## config.mk

```make
export PLATFORM = sky130hd
export DESIGN_NAME = bit_gen_pipe
export DESIGN_NICKNAME = d
export VERILOG_FILES = /design/src/rtl/bit_gen_pipe.sv
export SDC_FILE = /design/constraint.sdc
export NUM_CORES = 1
export LEC_CHECK = 0
export ABC_AREA = 1
export ABC_CLOCK_PERIOD_IN_PS = 3950
export CORE_MARGIN = 2
export CORE_UTILIZATION = 55
export DETAILED_ROUTE_END_ITERATION = 10
export PLACE_DENSITY = 0.78
export SYNTH_ARGS = -nofsm -noshare
export SYNTH_HDL_FRONTEND = slang
export SYNTH_SLANG_ARGS = --single-unit
export TNS_END_PERCENT = 10
```

## constraint.sdc

```tcl
create_clock -name clk -period 3.95 [get_ports clk]
set_input_delay 0.5925 -clock clk [delete_from_list [all_inputs] [get_ports clk]]
set_output_delay 0.5925 -clock clk [all_outputs]
set_load 0.05 [all_outputs]
```

## src/rtl/bit_gen_pipe.sv

```systemverilog
// bit_gen_pipe: pipelined VGA pixel generator.
//   Takes the timing controller's bright/hPos/vPos and computes the frame-buffer
//   word address of the tile under the beam. It then picks one packed palette
//   index from the returned word and looks it up in a 16-entry RGB palette.
//   A three-colour top bar and a square mouse cursor are drawn over the image.
//   The fixed latency from input sample to RGB/bright_out is MEM_LAT+2 clocks.
// Ports:
//   clk, rst_n          pixel clock, asynchronous active-low reset
//   bright, hPos, vPos  beam state from the timing controller
//   x, y                cursor top-left corner
//   bufOut              frame-buffer read data (MEM_LAT cycles after address)
//   pal_we/idx/data     palette write port ({R,G,B})
//   address             registered frame-buffer read address
//   red/green/blue      registered colour outputs
//   bright_out          bright, delayed to line up with RGB
module bit_gen_pipe #(
  parameter int TILE_SHIFT   = 3,
  parameter int PIX_BITS     = 4,
  parameter int PIX_PER_WORD = 4,
  parameter int WORD_W       = 16,
  parameter int ROW_WORDS    = 20,
  parameter int ADDR_STRIDE  = 16,
  parameter int BASE_ADDR    = 16384,
  parameter int MEM_LAT      = 1,
  parameter int TOP_H        = 80,
  parameter int BAR_SPLIT1   = 214,
  parameter int BAR_SPLIT2   = 427,
  parameter int CUR_SIZE     = 8
) (
  input  logic                clk,
  input  logic                rst_n,
  input  logic                bright,
  input  logic [9:0]          hPos,
  input  logic [8:0]          vPos,
  input  logic [9:0]          x,
  input  logic [8:0]          y,
  input  logic [WORD_W-1:0]   bufOut,
  input  logic                pal_we,
  input  logic [PIX_BITS-1:0] pal_idx,
  input  logic [23:0]         pal_data,
  output logic [15:0]         address,
  output logic [7:0]          red,
  output logic [7:0]          green,
  output logic [7:0]          blue,
  output logic                bright_out
);

  localparam int WSH    = $clog2(PIX_PER_WORD);
  localparam int SLOT_W = (WSH < 1) ? 1 : WSH;

  // BLANK must encode as zero: clearing the delay line then yields black pixels.
  typedef enum logic [2:0] {
    BLANK    = 3'd0,
    CUR_EDGE = 3'd1,
    CUR_FILL = 3'd2,
    FB       = 3'd3,
    BAR_R    = 3'd4,
    BAR_G    = 3'd5,
    BAR_B    = 3'd6
  } region_e;

  typedef struct packed {
    logic              bright;
    region_e           region;
    logic [SLOT_W-1:0] slot;
  } side_t;

  // ---------------- stage 1: address, slot, region ----------------
  logic [15:0] address_q, address_d;
  side_t       side_d;
  side_t       side_q [MEM_LAT:0];

  logic [10:0] h11, cx_end;
  logic [9:0]  v10, cy_end;
  logic        in_sq, on_ring, is_fb;
  logic [31:0] col_w, row_w;

  // The cursor extents are computed one bit wider than the positions.
  // A cursor near the right or bottom edge is therefore clipped and never
  // wraps to column or row 0.
  assign h11    = {1'b0, hPos};
  assign v10    = {1'b0, vPos};
  assign cx_end = {1'b0, x} + 11'(CUR_SIZE - 1);
  assign cy_end = {1'b0, y} + 10'(CUR_SIZE - 1);
  assign in_sq  = (h11 >= {1'b0, x}) && (h11 <= cx_end) &&
                  (v10 >= {1'b0, y}) && (v10 <= cy_end);
  assign on_ring = (hPos == x) || (h11 == cx_end) || (vPos == y) || (v10 == cy_end);
  assign is_fb  = (32'(vPos) >= 32'(TOP_H));

  assign col_w = 32'(hPos) >> (TILE_SHIFT + WSH);
  assign row_w = (32'(vPos) - 32'(TOP_H)) >> TILE_SHIFT;

  always_comb begin
    address_d = address_q;
    if (is_fb)
      address_d = 16'(32'(BASE_ADDR) + (col_w + row_w * 32'(ROW_WORDS)) * 32'(ADDR_STRIDE));
  end

  always_comb begin
    side_d        = '0;
    side_d.bright = bright;
    side_d.slot   = (PIX_PER_WORD == 1) ? '0 : SLOT_W'(hPos >> TILE_SHIFT);
    if (!bright)                       side_d.region = BLANK;
    else if (in_sq && on_ring)         side_d.region = CUR_EDGE;
    else if (in_sq)                    side_d.region = CUR_FILL;
    else if (is_fb)                    side_d.region = FB;
    else if (32'(hPos) < BAR_SPLIT1)   side_d.region = BAR_R;
    else if (32'(hPos) < BAR_SPLIT2)   side_d.region = BAR_G;
    else                               side_d.region = BAR_B;
  end

  // side_q[0] is the stage-1 register. side_q[MEM_LAT] lines up with bufOut.
  always_ff @(posedge clk or negedge rst_n) begin
    if (!rst_n) begin
      address_q <= '0;
      for (int i = 0; i <= MEM_LAT; i++) side_q[i] <= '0;
    end else begin
      address_q <= address_d;
      side_q[0] <= side_d;
      for (int i = 1; i <= MEM_LAT; i++) side_q[i] <= side_q[i-1];
    end
  end

  // ---------------- palette ----------------
  logic [23:0] pal_q [16];
  logic [3:0]  wr_idx;

  // Only 16 entries exist. A wider index aliases modulo 16.
  assign wr_idx = 4'(pal_idx);

  always_ff @(posedge clk or negedge rst_n) begin
    if (!rst_n) begin
      for (int i = 0; i < 16; i++) pal_q[i] <= 24'h000000;
      pal_q[0] <= 24'hFFFFFF;
      pal_q[1] <= 24'hFF0000;
      pal_q[2] <= 24'h00FF00;
      pal_q[4] <= 24'h0000FF;
    end else if (pal_we) begin
      pal_q[wr_idx] <= pal_data;
    end
  end

  // ---------------- output stage ----------------
  side_t       side_o;
  logic [3:0]  rd_idx;
  logic [23:0] rgb_d, rgb_q;
  logic        bright_q;

  assign side_o = side_q[MEM_LAT];
  assign rd_idx = 4'(bufOut[side_o.slot * PIX_BITS +: PIX_BITS]);

  // The palette is read from the register array here. A write landing on the
  // same edge therefore returns the old entry, and the new one is seen a cycle later.
  always_comb begin
    rgb_d = 24'h000000;
    case (side_o.region)
      FB:       rgb_d = pal_q[rd_idx];
      CUR_FILL: rgb_d = 24'hFFFFFF;
      BAR_R:    rgb_d = 24'hFF0000;
      BAR_G:    rgb_d = 24'h00FF00;
      BAR_B:    rgb_d = 24'h0000FF;
      default:  rgb_d = 24'h000000;
    endcase
  end

  always_ff @(posedge clk or negedge rst_n) begin
    if (!rst_n) begin
      rgb_q    <= '0;
      bright_q <= 1'b0;
    end else begin
      rgb_q    <= rgb_d;
      bright_q <= side_o.bright;
    end
  end

  assign address    = address_q;
  assign red        = rgb_q[23:16];
  assign green      = rgb_q[15:8];
  assign blue       = rgb_q[7:0];
  assign bright_out = bright_q;

endmodule

```

; ---- Word-level counts from Yosys, hierarchy flattened
; Cells that the tools add are included.
[op_classes]
shift = 1
addsub = 5
n_eq_ne = 9
n_bitwise = 2
n_mux = 13
order_cmp = 10
multipliers = 1
n_reduce_logical = 8
[op_table]
columns = op, count
row1 = $bwmux 384, 1
row2 = $pmux 24 s5, 1
row3 = $bmux 24 s4, 1
row4 = $demux 24 s4, 1
row5 = $mux 24, 3
row6 = $mul 29x3->10 const B, 1
row7 = $add 15x16->16 const A, 1
row8 = $shiftx 16x5->4, 1
row9 = $add 5x12->12, 1
row10 = $mux 3, 4
row11 = $add 10x3->11 const B, 1
row12 = $eq 10x11->1, 1
row13 = $le 10x11->1, 1
row14 = $add 9x3->10 const B, 1
row15 = $eq 10x10->1, 1
row16 = $eq 9x10->1, 1
row17 = $ge 10x10->1, 1
row18 = $ge 5x5->1 const B, 2
row19 = $le 9x10->1, 1
row20 = $lt 10x8->1 const B, 1
row21 = $lt 10x9->1 const B, 1
row22 = $not 4->5, 2
row23 = $sub 9x7->10 const B, 1
row24 = $eq 3x3->1 const B, 3
row25 = other kinds (8), 16
[totals]
inputBits = 86
reg_bits = 437

; ---- Logic depth before layout (Yosys ltp)
; Gate-level depths: netlist of the first run.
[logic_depth]
word_depth = 8
mapped_depth = 20

; ---- Worst setup path before layout of the first run
; No wires, ideal clock.
[synth_timing]
kind = input to register
start = in vPos[4]
end = reg address_q[15] (netlist: address[15])
n_path_buf = 0
path_stages = 16
required_ps = 3833
slack_ps = 998
arrival_ps = 2835
setup_ps = 117
cell_sequence = inv_1 ha_1 o21ai_0 xor2_1 ha_1 ha_1 a21oi_1 or2_2 nand3_1 nand2_1 nand2_1 nand3_1 nand3_1 nand2_1 nand2_1 nand2_1
[synth_via]
elab_chain_len = 4
[synth_lines]
columns = element, line_no
row1 = start: declaration, 34  ; input logic [8:0] vPos,
row2 = $sub 9x7->10, 91  ; assign row_w = (32'(vPos) - 32'(TOP_H)) >> TILE_SHIFT;
row3 = $mul 29x3->10, 96  ; address_d = 16'(32'(BASE_ADDR) + (col_w + row_w * 32'(ROW_WORDS)) * 32'(ADDR_STRIDE));
row4 = $add 5x12->12, 96
row5 = $add 15x16->16, 96
row6 = end signal: assignment, 118  ; address_q <= address_d;
row7 = end: declaration, 69  ; logic [15:0] address_q, address_d;
; Several ways; a longest one is shown, not always the timed one.
; A chain may end at the register's enable or synchronous reset.

; ---- Worst setup path in the final report of the first run
; Same ends and word-level chain as after synthesis.

==> results.md, run 1 <==
- Post-route DRC: 0
- Avg Vias per Cell: 5.82
- Number of max-cap violations: 0
- Layout Utilization: 63.8%
- Post-synthesis mux area share: 0%
- Total global routing overflow: 0
- Sequential fraction of the synthesis area: 51.3%
- Max Used Layer: met4
- Commonest non-fill, non-tap cell in the layout: nand2_1
- Metal-1 WL: 23.7 mm
- Post-Syn Area per Cell: 8.01 µm²
- Crit path DAT: 3700 ps
- Setup TNS: 0 ps
- Worst r2r dst: rgb_q[22]$_DFF_PN0_
- DPL Wire Length: 34.3 mm
- Drt wl/cell: 18.4 µm
- Dominant synthesized flop cell: dfrtp_1
- First DRT Iteration DRCs: 1999
- Fmax: 305 MHz
- Met3 routed WL: 5.17 mm
- Post-synthesis compound-gate area fraction: 11.7%
- Measured slew at the worst slew-check pin: 1020 ps
- Die Height: 200 µm
- Vias in the first global route: 18100
- RSZ-0062 raised after global routing: false
- Starting Density: 56.1%
- # fillers: 3152
- Clock tree buffer depth: 3
- Final #Nets: 2815
- Initial antenna violation count: 0
- DIE AREA: 0.0402 mm²
- Num CTS Buffers: 44
- Antenna diode count: 0
- Detailed Routing Iterations Pass 1: 7
- H-tree lvl count: 2
- Mapped Area: 0.0212 mm²
- Number of flops mapped to enable cells by yosys: 0
- Adder-Cell Fraction of Synth Area: 3.49%
- Xor and xnor area share after synthesis: 0.743%
- R2R depth: 9
- Reg2reg start: side_o[0]$_DFF_PN0_
- Sink Count: 433
- Clock latency on the worst-skew pair: 530 ps
- Final min period: 3280 ps
- Count of cell types in the netlist: 41
- Post-CTS Setup Bufs: 0
- IO Port Bufs: 122
- Cells after Synth: 2648
- Leakage: 11.3 nW
- Post-CTS sizing: 0
- Core footprint: 0.0378 mm²
- Slew Viols, Final: 0
- Final hold violations: 0
- CP Max Fanout: 5
- Largest net degree at the start of global routing: 116
- Pwr per Cell Area: 523 mW/mm²
- Async SR Flop Fraction: 100%
- # hold bufs at CTS: 0
- Largest family of logic cells by synthesized area: simple AND/OR/NAND/NOR gates
- Hold Path Class: input pin to async pin
- Rel. slew slack: 31.2%
- Chip Width: 200 µm
- Layout cells sized above 1: 6.44%
- GP Congestion: 0.884
- Post-Synth Simple-Gate Area: 26.4%
- All-layer global routing usage: 29.5%
- Kind of critical path: input pin to register
- ANT nets after route: 0
- Clock tree root buffer cell: clkbuf_16
- Clk_skew: 9.75 ps
- Final setup vio count: 0
- Wire length on met2: 27.8 mm
- Outcome: complete, no violations
- Register-to-register setup slack: 1240 ps
- Total Routed Length: 59.1 mm
- Setup crit end: address[15]$_DFFE_PN0N_
- Worst Setup End Kind: register
- Clk slew on worst S/H paths: 60 ps
- I/O pin count: 127
- Worst-case vdd ir drop: 0.337 mV
- First-pass GRT wire length: 95.6 mm
- Row count: 71
- Register bit total from synthesis: 433
- CP Launch Point: vPos[4]
- CTS tree: built
- Via count: 18700
- Setup crit start kind: input pin
- Critical Path RT: 4370 ps
- Pwr Total: 12.6 mW
- Synthesis-to-layout area growth: 13.7%
- Final worst-path cycle share: 83.0%
- Synth warnings: 0
- Commonest cells after routing, fill and taps aside: 899 x nand2_1, 399 x o21ai_0, 385 x dfrtp_1, 356 x nand3_1, 131 x inv_1
## cells in the mapped netlist, drive strengths merged (7+ instances only)
cell / number / area (µm²)
nand3: 361 / 1820
buf: 66 / 379
nand2: 901 / 3390
o211ai: 29 / 218
clkbuf: 122 / 458
ha: 56 / 701
dfrtp: 385 / 9630
nor2: 47 / 176
dfstp: 48 / 1260
xor2: 12 / 105
nor3: 7 / 35.0
o21ai: 408 / 2050
nand4: 11 / 68.8
a21oi: 21 / 105
or2: 7 / 43.8
inv: 137 / 517
## layout make-up
class / count / area [µm²] / area share, %
flip-flops and latches: 433 / 10900 / 45.1
multi-input cells: 1893 / 9050 / 37.5
repair buffers: 162 / 1680 / 6.95
clock buffers: 65 / 1270 / 5.27
well taps: 511 / 639 / 2.65
inverters: 137 / 517 / 2.14
clock inverters: 12 / 88.8 / 0.368
## metal layers
layer / up-vias / global-route usage, %
li1: 8716 / -
met1: 8940 / 38.8
met2: 891 / 48.7
met3: 158 / 5.00
met4: 0 / 12.1
met5: - / 0
## through the flow
stage	cell area [µm²]	instances	setup slack, ps	hold slack [ps]
2_1_floorplan	21200	2651	998	297
3_3_place_gp	22800	3136	300	335
3_5_place_dp	22800	3136	149	336
4_1_cts	24100	3213	691	182
5_1_grt	24100	3213	435	181
6_report	24100	3213	671	130
## report_power, final
part           total [mW]  internal, mW  switching (mW)  leakage [nW]
registers            5.87          5.41           0.468          5.35
logic                2.80          1.01            1.78          5.32
clock network        3.96          2.29            1.67         0.678
total                12.6          8.71            3.92          11.3
## worst max-delay path: stages
cell             delay [ps]
clkdlybuf4s50_1         480
inv_1                   110
ha_1                    250
o21ai_0                 280
xor2_1                  240
ha_1                    270
ha_1                    370
a21oi_1                 250
nand2_1                 100
nand2_1                  80
nand2_1                 110
nor2_1                  210
nand4_1                 120
nand2_1                  90
nand2_1                  50
nand2_1                  50
nand2_1                  40
## cell families after synthesis
kind of cell               after synthesis
DFF                                    433
other                                    1
xor gates and xnor gates                18
AOI/OAI and AO/OA                      470
buffers and inverters                  325
adders and majority gates               58
and+or+nand+nor                       1343
## worst min path at each step
stage                              startpoint  depth (start not counted)                      end
final                                   rst_n                          1   pal_q[109]$_DFFE_PN0P_
after detailed placement  side_q[2]$_DFF_PN0_                          0      side_o[2]$_DFF_PN0_
after CTS                               rst_n                          1   pal_q[154]$_DFFE_PN0P_
after global placement    side_q[0]$_DFF_PN0_                          0      side_o[0]$_DFF_PN0_
after floorplan                         rst_n                          0  address[10]$_DFFE_PN0N_
after global routing                    rst_n                          1   pal_q[106]$_DFFE_PN0P_
## registers in the layout, indices dropped and copies added, names as in the netlist
register    count
rgb_q          24
pal_q         384
bright_out      1
side_o          6
address        12
side_q          6
No activity file was read; power rests on OpenSTA's default activity.
==> run 2: changes to the inputs <==
- ABC_CLOCK_PERIOD_IN_PS: 3950 -> 3300
- clock period: 3.95 -> 3.3 ns (I/O delays scaled with it)
==> run 2 against run 1 <==
  * Clock skew rose by 13 ps
  * Cell count grew 0.87%
  * Sequential cell count unchanged
  * Critical path depth grew 3
  * Clock power grew 30%
  * Largest cell class unchanged
  * Largest power group unchanged
==> results.md, run 2 (synthesis results as in run 1) <==
- Total Routed Length: 59.8 mm (was 59.1 mm)
- Critical Path RT: 3740 ps (was 4370 ps)
- Detailed Routing Iterations Pass 1: 6 (was 7)
- # fillers: 3113 (was 3152)
- Rel. slew slack: 36.1% (was 31.2%)
- Setup crit start kind: input pin (unchanged)
- Drt wl/cell: 18.5 µm (was 18.4 µm)
- Pwr Total: 15.6 mW (was 12.6 mW)
- Layout cells sized above 1: 7.44% (was 6.44%)
- Die Height: 200 µm (unchanged)
- Worst-case vdd ir drop: 0.531 mV (was 0.337 mV)
- Synthesis-to-layout area growth: 15.3% (was 13.7%)
- Commonest non-fill, non-tap cell in the layout: nand2_1 (unchanged)
- Worst Setup End Kind: register (unchanged)
- Final #Nets: 2838 (was 2815)
- Clock latency on the worst-skew pair: 560 ps (was 530 ps)
- Hold Path End: side_o[1]$_DFF_PN0_
- Row count: 71 (unchanged)
- Min-delay src: side_q[1]$_DFF_PN0_
- GP Congestion: 0.883 (was 0.884)
- Initial antenna violation count: 0 (unchanged)
- Number of max-cap violations: 0 (unchanged)
- Fmax: 338 MHz
- Clk slew on worst S/H paths: 60 ps (about the same)
- Reg2reg start: side_o[0]$_DFF_PN0_ (unchanged)
- Clock tree buffer depth: 3 (unchanged)
- Num CTS Buffers: 45 (was 44)
- Clk_skew: 22.4 ps (was 9.75 ps)
- Post-CTS Setup Bufs: 0 (unchanged)
- ANT nets after route: 0 (unchanged)
- Hold Path Class: register to register (was input pin to async pin)
- R2R depth: 8 (was 9)
- Sink Count: 433 (unchanged)
- Max FFs per register: 384 (unchanged)
- Antenna diode count: 0 (unchanged)
- Vias in the first global route: 18500 (was 18100)
- Final hold violations: 0 (unchanged)
- RSZ-0062 raised after global routing: false (unchanged)
- Kind of critical path: input pin to register (unchanged)
- Hold Crit Depth: 0
- H-tree lvl count: 2 (unchanged)
- DPL Wire Length: 34.8 mm (was 34.3 mm)
- Via count: 18900 (was 18700)
- Final worst-path cycle share: 89.7%
- Post-route DRC: 0 (unchanged)
- Final min period: 2960 ps
- Total global routing overflow: 0 (unchanged)
- Most flops, register: pal_q (unchanged)
- Avg Vias per Cell: 5.83 (was 5.82)
- Leakage: 11.5 nW (was 11.3 nW)
- Final setup vio count: 0 (unchanged)
- Clock tree root buffer cell: clkbuf_16 (unchanged)
- Core footprint: 0.0378 mm² (unchanged)
- First-pass GRT wire length: 97.2 mm (was 95.6 mm)
- Dpl cells: 3157 (was 3136)
- Starting Density: 56.1% (unchanged)
- First DRT Iteration DRCs: 1954 (was 1999)
- Crit path DAT: 3400 ps (was 3700 ps)
- Commonest cells after routing, fill and taps aside: 899 x nand2_1, 398 x o21ai_0, 385 x dfrtp_1, 356 x nand3_1, 131 x inv_1 (was 899 x nand2_1, 399 x o21ai_0, 385 x dfrtp_1, 356 x nand3_1, 131 x inv_1)
- Outcome: complete, no violations (unchanged)
- CP Max Fanout: 3 (was 5)
- Slew Viols, Final: 0 (unchanged)
- Measured slew at the worst slew-check pin: 956 ps (was 1020 ps)
- I/O pin count: 127 (unchanged)
- Pwr per Cell Area: 637 mW/mm² (was 523 mW/mm²)
- All-layer global routing usage: 29.8% (was 29.5%)
- CTS tree: built (unchanged)
- Register-to-register setup slack: 700 ps (was 1240 ps)
- Post-Layout Cell Count: 3241 (was 3213)
- DIE AREA: 0.0402 mm² (unchanged)
- Worst r2r dst: rgb_q[19]$_DFF_PN0_ (was rgb_q[22]$_DFF_PN0_)
- Largest net degree at the start of global routing: 110 (was 116)
- Chip Width: 200 µm (unchanged)
- IO Port Bufs: 122 (unchanged)
[run 2: cell count changes in the layout (fill, tap and decap cells not counted)]
cell / change
buf_4: +21
clkbuf_8: +6
clkinv_2: -4
clkbuf_1: -2
clkbuf_16: +2
clkinvlp_4: +2
inv_6: +2
bufinv_16: +1
clkinv_4: -1
dlygate4sd3_1: +1
o21ai_0: -1
o21ai_1: +1
[run 2: critical path: stages]
cell and delay [ps]:
clkdlybuf4s50_1 430, buf_4 150, o21ai_0 270, xor2_1 170
ha_1 330, inv_1 60, fa_1 460, nand3b_1 190
nand2_1 120, nand2_1 60, nand2_1 70, nand2_1 60
nand2_1 80, nand2_1 90, inv_1 60, nand2_1 50
nand2_1 90, nand2_1 60, nand2_1 50, nand2_1 40
[run 2: what timing repair did]
action                     4_1_cts  5_1_grt
hold buffers                     1        0
setup endpoints to repair        0        1
hold endpoints to repair        51        0
gates resized for setup          0        1
[run 2: power by group]
| part | switching, mW | internal [mW] |
|---|---|---|
| Sequential | 0.568 | 6.47 |
| Combinational | 2.15 | 1.26 |
| Clock | 2.07 | 3.06 |
[run 2: per-layer routing]
layer	global-route usage (%)	up-vias	part of all wire (%)
met1	38.9	9043	40
met5	0	-	0
met4	11.3	0	3.5
met2	49.5	938	47
li1	-	8770	-
met3	5.93	146	9.6
[run 2: per-stage QoR]
stage	hold WS, ps	setup slack (ps)	TNS, ps	utilization, %	cell area, µm²
global placement	333	-198	-411	60.6	22900
global route	351	28.1	0	64.6	24500
detailed placement	335	-264	-677	60.6	22900
CTS	348	308	0	64.6	24500
finish	347	339	0	64.6	24500
floorplan	199	445	0	-	21200
[run 2: worst max-delay path by stage]
stage                              end     from  slack [ps]  depth (start not counted)
6_report       address[15]$_DFFE_PN0N_  vPos[5]         340                         20
5_1_grt        address[15]$_DFFE_PN0N_  vPos[4]          30                         17
4_1_cts        address[15]$_DFFE_PN0N_  vPos[4]         310                         17
3_5_place_dp   address[15]$_DFFE_PN0N_  vPos[4]        -260                         17
3_3_place_gp   address[15]$_DFFE_PN0N_  vPos[4]        -200                         17
2_1_floorplan  address[15]$_DFFE_PN0N_  vPos[4]         450                         16
[run 2: final cells by class]
cell class | instances | area [µm²] | share of cell area [%]
Clock buffer | 71 | 1400 | 5.71
Timing Repair Buffer | 184 | 1840 | 7.54
Multi-Input combinational cell | 1893 | 9050 | 37.0
Sequential cell | 433 | 10900 | 44.5
Tap cell | 511 | 639 | 2.61
Clock inverter | 12 | 123 | 0.501
Inverter | 137 | 517 | 2.11
==> run 3: changes to the inputs <==
- ABC_CLOCK_PERIOD_IN_PS: 3300 -> 2800
- SLEW_MARGIN: unset -> 20
- clock period: 3.3 -> 2.8 ns (I/O delays scaled with it)
==> run 3 against run 2 <==
  * Global-route usage increased by 0.50 points
  * Sequential power grew 18%
  * Cell count up 1.2%
  * Design area up 2.1%
  * Critical endpoint unchanged
  * Largest power group unchanged
  * Highest routed layer unchanged
==> results.md, run 3 (synthesis results as in run 1) <==
- NetSw: 5.67 mW (was 4.79 mW)
- CTS tree: built (unchanged)
- Critical Path RT: 3250 ps (was 3740 ps)
- Starting Density: 56.1% (unchanged)
- CP Max Fanout: 3 (unchanged)
- Max FFs per register: 384 (unchanged)
- Rel. slew slack: 52.5% (was 36.1%)
- Crit path buffers/inverters: 3 (was 4)
- Final hold violations: 0 (unchanged)
- Die Height: 200 µm (unchanged)
- CP top delay family: simple AND/OR/NAND/NOR gates (unchanged)
- Num CTS Buffers: 44 (was 45)
- Sink Count: 433 (unchanged)
- Layout cells sized above 1: 8.85% (was 7.44%)
- Crit path DAT: 2970 ps (was 3400 ps)
- H-tree lvl count: 2 (unchanged)
- Row count: 71 (unchanged)
- Hold Path Class: register to register (unchanged)
- Outcome: complete, no violations (unchanged)
- Worst path slowest cell: fa_1 (unchanged)
- Post-Layout Cell Count: 3280 (was 3241)
- Total Routed Length: 60.0 mm (was 59.8 mm)
- Worst Setup End Kind: register (unchanged)
- Multi-input gate area: 0.00910 mm² (was 0.00905 mm²)
- Clock tree root buffer cell: clkbuf_16 (unchanged)
- Most flops, register: pal_q (unchanged)
- Dpl cells: 3197 (was 3157)
- Final #Nets: 2877 (was 2838)
- Synthesis-to-layout area growth: 17.7% (was 15.3%)
- I/O pin count: 127 (unchanged)
- GP Congestion: 0.875 (was 0.883)
- Combinational Power Share: 22.5% (was 21.9%)
- Clock share of power: 32.6% (was 32.9%)
- Clock tree buffer depth: 3 (unchanged)
- Commonest non-fill, non-tap cell in the layout: nand2_1 (unchanged)
- Int Pwr: 12.8 mW (was 10.8 mW)
- Initial antenna violation count: 0 (unchanged)
- Post-route DRC: 0 (unchanged)
- All-layer global routing usage: 30.3% (was 29.8%)
- Slew Viols, Final: 0 (unchanged)
- Clk_skew: 14.3 ps (was 22.4 ps)
- Register area: 0.0109 mm² (unchanged)
- CP Launch Point: vPos[7] (was vPos[5])
- Slowest cell delay on critical path: 520 ps (was 460 ps)
- Switching share of power: 30.7% (about the same)
- Total global routing overflow: 0 (unchanged)
- Chip Width: 200 µm (unchanged)
- RSZ-0062 raised after global routing: false (unchanged)
- Kind of critical path: input pin to register (unchanged)
- Final min period: 2520 ps
- Drt wl/cell: 18.3 µm (was 18.5 µm)
- Antenna diode count: 0 (unchanged)
- Worst-case vdd ir drop: 0.564 mV (was 0.531 mV)
- Detailed Routing Iterations Pass 1: 6 (unchanged)
- Reg2reg start: side_o[0]$_DFF_PN0_ (unchanged)
- Min-delay src: side_q[3]$_DFF_PN0_ (was side_q[1]$_DFF_PN0_)
- Avg Vias per Cell: 5.79 (was 5.83)
- Via count: 19000 (was 18900)
- Layout Utilization: 66.0% (was 64.6%)
- Most frequent CP cell: nand2_1 (unchanged)
- Sequential power share: 44.9% (was 45.2%)
- Fmax: 396 MHz
- Measured slew at the worst slew-check pin: 712 ps (was 956 ps)
- Core footprint: 0.0378 mm² (unchanged)
- Largest net degree at the start of global routing: 86 (was 110)
- DIE AREA: 0.0402 mm² (unchanged)
- DPL Wire Length: 36.8 mm (was 34.8 mm)
- Vias in the first global route: 18700 (was 18500)
- ANT nets after route: 0 (unchanged)
- Number of max-cap violations: 0 (unchanged)
- IO Port Bufs: 122 (unchanged)
- Pwr per Cell Area: 740 mW/mm² (was 637 mW/mm²)
- Critical-path cell list: clkdlybuf4s50_1 > buf_4 > xor2_1 > ha_1 > inv_1 > fa_1 > nor3_2 > nand2_1 > nor2_2 > nand3_1 > nand3_1 > nand2_1 > nand2_1 > nand2_1 (was clkdlybuf4s50_1 > buf_4 > o21ai_0 > xor2_1 > ha_1 > inv_1 > fa_1 > nand3b_1 > nand2_1 > nand2_1 > nand2_1 > nand2_1 > nand2_1 > nand2_1 > inv_1 > nand2_1 > nand2_1 > nand2_1 > nand2_1 > nand2_1)
- Commonest cells after routing, fill and taps aside: 898 x nand2_1, 397 x o21ai_0, 385 x dfrtp_1, 356 x nand3_1, 128 x inv_1 (was 899 x nand2_1, 398 x o21ai_0, 385 x dfrtp_1, 356 x nand3_1, 131 x inv_1)
- Clk slew on worst S/H paths: 60 ps (about the same)
- Clock latency on the worst-skew pair: 550 ps (was 560 ps)
- Final worst-path cycle share: 90.2%
- Leakage: 11.8 nW (was 11.5 nW)
- # fillers: 3087 (was 3113)
- First-pass GRT wire length: 98.4 mm (was 97.2 mm)
- Final setup vio count: 0 (unchanged)
- First DRT Iteration DRCs: 1954 (unchanged)
- Setup crit start kind: input pin (unchanged)
## run 3: changes by cell type in the layout (fill, tap and decap cells not counted), moves of 6 or more
| cell | delta |
|---|---|
| buf_4 | +25 |
| buf_12 | +15 |
| clkbuf_1 | +9 |
| clkbuf_8 | -6 |
## run 3: final timing paths
kind | slack, ps | cells past startpoint | to
setup reg to reg | 490 | 9 | rgb_q[5]$_DFF_PN0_
hold reg to reg | 350 | 0 | side_o[3]$_DFF_PN0_
max in group asynchronous | 1470 | 3 | pal_q[379]$_DFFE_PN1P_
hold / removal | 350 | 0 | side_o[3]$_DFF_PN0_
setup / recovery | 280 | 14 | address[15]$_DFFE_PN0N_
min in group asynchronous | 460 | 2 | pal_q[154]$_DFFE_PN0P_
## run 3: repair_timing
item / 4_1_cts / 5_1_grt
pin swaps: 0 / 7
endpoints found under the hold margin: 63 / 0
gates resized for setup: 4 / 15
buffers inserted: 0 / 0
setup endpoints to repair: 3 / 6
hold buffers: 1 / 0
## run 3: metrics by stage
step / instance area (µm²) / hold WS [ps] / power [mW] / setup TNS (ps) / setup slack, ps
after global routing: 25000 / 350 / 19.5 / 0 / 9.26
after CTS: 24900 / 351 / 18.5 / 0 / 5.88
final: 25000 / 347 / 18.5 / 0 / 275
after detailed placement: 23400 / 337 / 12.4 / -3660 / -708
after global placement: 23400 / 335 / 12.2 / -3110 / -610
after floorplan: 21200 / 124 / 10.9 / 0 / 20.3
## run 3: power by group through the flow
stage	logic, mW	clock network, mW	registers, mW
2_1_floorplan	2.33	0	8.58
4_1_cts	4.14	6.08	8.28
3_5_place_dp	4.08	0	8.36
5_1_grt	4.67	6.38	8.44
6_report	4.15	6.03	8.30
3_3_place_gp	3.94	0	8.30
## run 3: layout make-up
class | instances | share of cell area (%)
clock buffers | 73 | 5.29
well taps | 511 | 2.56
flip-flops and latches | 433 | 43.6
multi-input cells | 1893 | 36.5
repair buffers | 224 | 9.37
clock inverters | 9 | 0.636
inverters | 137 | 2.07
## run 3: metal layers
metal	up-vias	GRT usage, %	wire length [µm]
li1	8844	-	-
met1	9042	39.4	23500
met2	921	49.8	28400
met3	170	5.97	5650
met4	0	12.9	2360
met5	-	0	0
## run 3: worst register-to-register path, cell delays in order, from the launching register on
cell	delay, ps
dfrtp_1	530
inv_2	130
or2_1	260
a32oi_4	290
inv_2	230
buf_12	260
nand3_1	100
nand3_1	90
nand3_1	220
nand2_1	80
